### config.mk
export PLATFORM = sky130hd
export DESIGN_NAME = cart_to_sphere
export DESIGN_NICKNAME = d
export VERILOG_FILES = /design/src/rtl/cart_sphere_pkg.sv /design/src/rtl/isqrt_seq.sv /design/src/rtl/cart_to_sphere.sv
export SDC_FILE = /design/constraint.sdc
export NUM_CORES = 2
export LEC_CHECK = 0
export BUFFER_PORTS_ARGS = -buffer_cell sky130_fd_sc_hd__buf_4
export CAP_MARGIN = 20
export CORE_UTILIZATION = 65
export DETAILED_ROUTE_END_ITERATION = 8
export PLACE_DENSITY = 0.92
export SLEW_MARGIN = 40
export SYNTH_ARGS = -nofsm -noshare
export SYNTH_HDL_FRONTEND = slang
export SYNTH_HIERARCHICAL = 1
export SYNTH_SLANG_ARGS = --single-unit
### constraint.sdc
create_clock -name clk -period 8.7 [get_ports clk]
set_input_delay 1.305 -clock clk [delete_from_list [all_inputs] [get_ports clk]]
set_output_delay 1.305 -clock clk [all_outputs]
set_load 0.05 [all_outputs]
### src/rtl/cart_sphere_pkg.sv
// Shared widths and FSM state type for the cart_to_sphere slice.
// Rounding option is selected elsewhere by CART_TO_SPHERE_ROUND_EN.
package cart_sphere_pkg;
    localparam int COORD_W    = 16;
    localparam int SQ_W       = 32;
    localparam int ROOT_W     = 16;
    localparam int ROOT_ITERS = 16;
    localparam int CNT_W      = $clog2(ROOT_ITERS);
    localparam int REM_W      = ROOT_W + 2;

    typedef enum logic [2:0] {
        IDLE,
        SQ,
        SUM,
        ROOT,
        DONE
    } state_t;
endpackage

### src/rtl/isqrt_seq.sv
// Sequential restoring integer square root, one result bit per cycle, MSB first.
// With CART_TO_SPHERE_ROUND_EN the final remainder is exported for rounding.
module isqrt_seq
    import cart_sphere_pkg::*;
(
    input  logic              clk,
    input  logic              rst,
    input  logic              start,
    input  logic [SQ_W-1:0]   radicand,
    output logic              done,
    output logic [ROOT_W-1:0] root_next
`ifdef CART_TO_SPHERE_ROUND_EN
    ,
    output logic [REM_W-1:0]  rem_next
`endif
);
    logic [REM_W-1:0]  rem_q, rem_d;
    logic [ROOT_W-1:0] root_q, root_d;
    logic [CNT_W-1:0]  cnt_q;
    logic              active_q;
    logic [1:0]        pair;
    logic [REM_W+1:0]  rem_sh, trial;
    logic              fits;

    // Radicand stays in place; the counter selects the next bit pair (31:30 first).
    always_comb begin
        pair   = radicand[{~cnt_q, 1'b0} +: 2];
        rem_sh = {rem_q, pair};
        trial  = {2'b00, root_q, 2'b01};
        fits   = (rem_sh >= trial);
        rem_d  = fits ? REM_W'(rem_sh - trial) : REM_W'(rem_sh);
        root_d = ROOT_W'({root_q, fits});
        done   = active_q && (cnt_q == CNT_W'(ROOT_ITERS - 1));
    end

    assign root_next = root_d;
`ifdef CART_TO_SPHERE_ROUND_EN
    assign rem_next  = rem_d;
`endif

    always_ff @(posedge clk) begin
        if (rst) begin
            rem_q    <= '0;
            root_q   <= '0;
            cnt_q    <= '0;
            active_q <= 1'b0;
        end else if (start) begin
            rem_q    <= '0;
            root_q   <= '0;
            cnt_q    <= '0;
            active_q <= 1'b1;
        end else if (active_q) begin
            rem_q  <= rem_d;
            root_q <= root_d;
            cnt_q  <= cnt_q + 1'b1;
            if (done)
                active_q <= 1'b0;
        end
    end
endmodule

### src/rtl/cart_to_sphere.sv
// Cartesian-to-spherical radius: sqrt(x^2+y^2+z^2), 19-cycle multi-cycle FSM.
// Define CART_TO_SPHERE_ROUND_EN for round-to-nearest instead of floor.
module cart_to_sphere
    import cart_sphere_pkg::*;
(
    input  logic               clk,
    input  logic               rst,
    input  logic               en,
    input  logic [COORD_W-1:0] x,
    input  logic [COORD_W-1:0] y,
    input  logic [COORD_W-1:0] z,
    output logic [ROOT_W-1:0]  radius,
    output logic               rdy,
    output logic               busy
);
    state_t state_q, state_d;

    logic [COORD_W-1:0]     x_q, y_q, z_q;
    logic [SQ_W-1:0]        sq_x_q, sq_y_q, sq_z_q, sum_q;
    logic signed [SQ_W-1:0] prod_x, prod_y, prod_z;
    logic                   accept, root_done;
    logic [ROOT_W-1:0]      root_next, result;
`ifdef CART_TO_SPHERE_ROUND_EN
    logic [REM_W-1:0]       rem_next;
`endif

    // DONE also accepts so back-to-back requests keep a 19-cycle period.
    assign accept = en && ((state_q == IDLE) || (state_q == DONE));
    assign busy   = (state_q != IDLE);

    always_comb begin
        state_d = state_q;
        unique case (state_q)
            IDLE:    if (en) state_d = SQ;
            SQ:      state_d = SUM;
            SUM:     state_d = ROOT;
            ROOT:    if (root_done) state_d = DONE;
            DONE:    state_d = en ? SQ : IDLE;
            default: state_d = IDLE;
        endcase
    end

    always_ff @(posedge clk) begin
        if (rst)
            state_q <= IDLE;
        else
            state_q <= state_d;
    end

    always_comb begin
        prod_x = $signed(x_q) * $signed(x_q);
        prod_y = $signed(y_q) * $signed(y_q);
        prod_z = $signed(z_q) * $signed(z_q);
`ifdef CART_TO_SPHERE_ROUND_EN
        result = root_next + ROOT_W'(rem_next > {2'b00, root_next});
`else
        result = root_next;
`endif
    end

    always_ff @(posedge clk) begin
        if (rst) begin
            x_q    <= '0;
            y_q    <= '0;
            z_q    <= '0;
            sq_x_q <= '0;
            sq_y_q <= '0;
            sq_z_q <= '0;
            sum_q  <= '0;
            radius <= '0;
            rdy    <= 1'b0;
        end else begin
            if (accept) begin
                x_q <= x;
                y_q <= y;
                z_q <= z;
            end
            if (state_q == SQ) begin
                sq_x_q <= prod_x;
                sq_y_q <= prod_y;
                sq_z_q <= prod_z;
            end
            if (state_q == SUM)
                sum_q <= sq_x_q + sq_y_q + sq_z_q;
            if ((state_q == ROOT) && root_done)
                radius <= result;
            rdy <= (state_q == ROOT) && root_done;
        end
    end

    isqrt_seq u_isqrt (
        .clk       (clk),
        .rst       (rst),
        .start     (state_q == SUM),
        .radicand  (sum_q),
        .done      (root_done),
        .root_next (root_next)
`ifdef CART_TO_SPHERE_ROUND_EN
        ,
        .rem_next  (rem_next)
`endif
    );
endmodule

==> impl_results.md <==
- Total power divided by cell area: 111 nW/µm²
- PortBufs: 68
- Vias in the first global route: 31966
- GRT overflow: 0
- RSZ-0062 raised after global routing: no
- Initial antenna violation count: 0
- Clock buffer depth: 3
- Sequential share of the synthesized area: 12.1%
- Via count: 29371
- Reg2reg start: y_q[15]
- Placer congestion estimate: 0.932
- Final-stage net count: 5373
- Post-Syn Area: 38200 µm²
- CTS tree: built
- # resized after CTS: 0
- Worst-path fanout max: 19
- Die X: 245 µm
- Synth Warn #: 6
- Post-route cell area: 40000 µm²
- Crit path required time: 9.18 ns
- Hold WS: 0.453 ns
- Clock Latency Late Sink: 0.62 ns
- Max H-tree Level: 1
- Final Hold Viols: 0
- Post-synth top flop: dfxtp_1
- Starting DRT DRC Count: 2339
- Max Slew Vio Count: 0
- I/O pins: 69
- Core ar.: 57900 µm²
- CP arrival: 7.76 ns
- Clock slew seen by the registers of the worst setup and hold paths: 0.06 ns
- Initial Utilization: 66.0%
- Hold path start: radius[1]
- EDFF count, synth: 0
- Dpl cell area: 39100 µm²
- Layout cell share with drive strength beyond 1: 4.80%
- FF+latch count, synth: 232
- Async S/R FF share, synth: 0%
- GRT Total Usage: 31.2%
- Hpwl dp: 71.6 mm
- Hold-fix buffers at CTS: 0
- Drc violations: 0
- Pin count of the biggest net entering global routing: 78
- Chip Height: 245 µm
- Crit start category: flip-flop
- Reg2Reg Depth: 20
- Worst-Margin Slew: 0.907 ns
- Final Setup Violations: 0
- Period utilization: 83.7%
- Number of core rows: 88
- Root Driver: clkbuf_16
- TritonCTS Sinks: 232
- Slew HR: 39.5%
- Min cycle time layout: 7.28 ns
- Pre-antenna DRT Iters: 6
- Final wirelength: 90.7 mm
- Status: finished clean
- Area of the die: 59800 µm²
- WS Path Type: flip-flop to flip-flop
- Postcts setup bufs: 0
- Clock skew: 0.0505 ns
- Worst hold-check path type: flip-flop to flip-flop
- CTS Buf Count: 28
- Vias per inst: 5.81
- R2r endpoint: sq_y_q[31]
- Antenna cell count: 0
- Mapped Avg Cell Area: 8.84 µm²
- Max cap viols: 0
- Post-DRT Antenna Nets: 0
- Fmax: 0.137 GHz
- Setup TNS: 0 ns
- Synth Instances: 4323
- Maximum VDD drop: 0.000169 V
- Worst hold stages: 2
- First-pass GRT wire length: 151 mm
- CP endpoint kind: flip-flop
- Largest area contributor in the netlist: fa_1
- Post-layout power: 4420 µW
- Reg2Reg Setup Slack: 1.42 ns
- Area share of the largest cell type after synthesis: 38.4%
- Count of different cell masters after synthesis: 89
- Wire per inst: 17.9 µm
- LEAKAGE: 0.0207 µW
- Area grow syn2layout: 4.68%
- Largest cells by area after synthesis: fa_1 38%, dfxtp_1 12%, ha_1 10%
- Worst Hold End: radius[1]
cell type report:
| class | instances | area [µm²] |
|---|---|---|
| clock inverter | 17 | 198 |
| multi-input combinational | 2933 | 29100 |
| timing repair buffer | 84 | 647 |
| fill | 4101 | 17900 |
| sequential | 232 | 4660 |
| tap | 765 | 957 |
| clock buffer | 33 | 739 |
| inverter | 992 | 3720 |
metrics by stage:
step,cells,setup slack [ns],utilization [%]
final,5056,1.42,69.1
after global placement,5005,1.81,67.4
after global routing,5056,1.06,69.1
after detailed placement,5005,1.51,67.4
after floorplan,4325,2.39,-
after CTS,5055,1.54,69.1
state kept, by name (all words and copies together) (netlist names):
register and flops:
u_isqrt/rem_q 18, sum_q 32, sq_x_q 31, sq_y_q 31, rdy 1, u_isqrt/active_q 1
x_q 16, u_isqrt/root_q 16, y_q 16, state_q 3, u_isqrt/cnt_q 4, sq_z_q 31
z_q 16, radius 16
how the worst max path moves through the flow:
stage,startpoint,to
final,y_q[15],sq_y_q[31]
after global placement,y_q[15],sq_y_q[31]
after detailed placement,y_q[15],sq_y_q[31]
after global routing,y_q[15],sq_y_q[31]
after floorplan,x_q[15],sq_x_q[31]
after CTS,y_q[15],sq_y_q[31]
power breakdown:
part           internal [µW]  total [µW]  switching, µW
clock network            677        1210            529
registers               1130        1290            155
logic                    775        1930           1150
total                   2590        4420           1840
worst max-delay path: stages, from the launching register on:
cell	delay (ns)
dfxtp_1	0.79
inv_1	0.50
nor2_1	0.36
fa_1	0.60
fa_1	0.91
fa_1	0.53
fa_1	0.53
fa_1	0.49
inv_1	0.05
fa_1	0.47
inv_1	0.04
ha_1	0.34
a21o_1	0.19
a21oi_1	0.21
o221a_2	0.21
o32a_1	0.21
nand2_1	0.07
a31oi_1	0.25
a21oi_1	0.13
xnor2_1	0.18
o21ai_0	0.09
per-layer routing:
layer | GRT usage (%) | vias up | share of wire, % | wire length, µm
li1 | - | 13123 | - | -
met1 | 37.1 | 14628 | 37 | 33300
met2 | 55.5 | 1260 | 51 | 46400
met3 | 4.19 | 360 | 6.9 | 6220
met4 | 15.4 | 0 | 5.2 | 4720
met5 | 0 | - | 0 | 0
synthesized netlist by cell type (5+ instances only):
library cell	instances
a21o_1	49
buf_1	7
fa_1	733
a311oi_1	5
dfxtp_1	232
a21boi_0	5
nor2_1	208
and3_1	24
nand2b_1	20
o21ai_1	5
o21ai_0	95
clkbuf_1	131
and2_1	113
nand4_1	10
o21a_1	12
a31oi_1	22
o21bai_1	16
ha_1	318
a21oi_2	7
xnor2_1	125
a211o_1	6
mux2i_1	26
nor2b_1	10
nor4_1	6
or2_2	12
o211ai_1	9
a21oi_1	256
buf_4	16
or3_1	11
a211oi_1	33
nor3_1	24
buf_6	7
o41ai_1	5
a31o_2	15
nand2_1	572
xor2_1	37
inv_1	989
nand3_1	46
placed cells by master, fill, tap and decap left out, types with 7 or more instances in the layout:
| cell type | Yosys | routed |
|---|---|---|
| dfxtp_2 | 0 | 9 |
| o21a_1 | 12 | 12 |
| a21oi_1 | 256 | 256 |
| xor2_1 | 37 | 37 |
| dfxtp_1 | 232 | 222 |
| mux2i_1 | 26 | 26 |
| fa_1 | 733 | 733 |
| o21ai_0 | 95 | 95 |
| o211ai_1 | 9 | 9 |
| or2_2 | 12 | 12 |
| or3_1 | 11 | 11 |
| and3_1 | 24 | 24 |
| xnor2_1 | 125 | 125 |
| o21bai_1 | 16 | 16 |
| clkbuf_16 | 0 | 28 |
| a21oi_2 | 7 | 7 |
| a211oi_1 | 33 | 33 |
| a21o_1 | 49 | 49 |
| and2_1 | 113 | 112 |
| nor2b_1 | 10 | 10 |
| ha_1 | 318 | 318 |
| buf_4 | 16 | 82 |
| inv_1 | 989 | 989 |
| nand4_1 | 10 | 10 |
| a31oi_1 | 22 | 22 |
| nor2_1 | 208 | 208 |
| nand3_1 | 46 | 46 |
| a31o_2 | 15 | 15 |
| nand2b_1 | 20 | 20 |
| nand2_1 | 572 | 571 |
| nor3_1 | 24 | 24 |
kinds of logic (layout without fill, tap and decap cells):
| kind of cell | after synthesis | count (layout) | share of synthesized area, % |
|---|---|---|---|
| compound gates | 597 | 597 | 9.74 |
| xor+xnor | 162 | 162 | 3.71 |
| fa+ha+maj | 1051 | 1051 | 48.8 |
| buf+inv | 1160 | 1126 | 11.8 |
| flops | 232 | 232 | 12.1 |
| mux | 35 | 35 | 1.22 |
| other cells | 1 | 3 | 0.00981 |
| simple gates | 1085 | 1085 | 12.6 |
No activity file was read; power rests on OpenSTA's default activity.
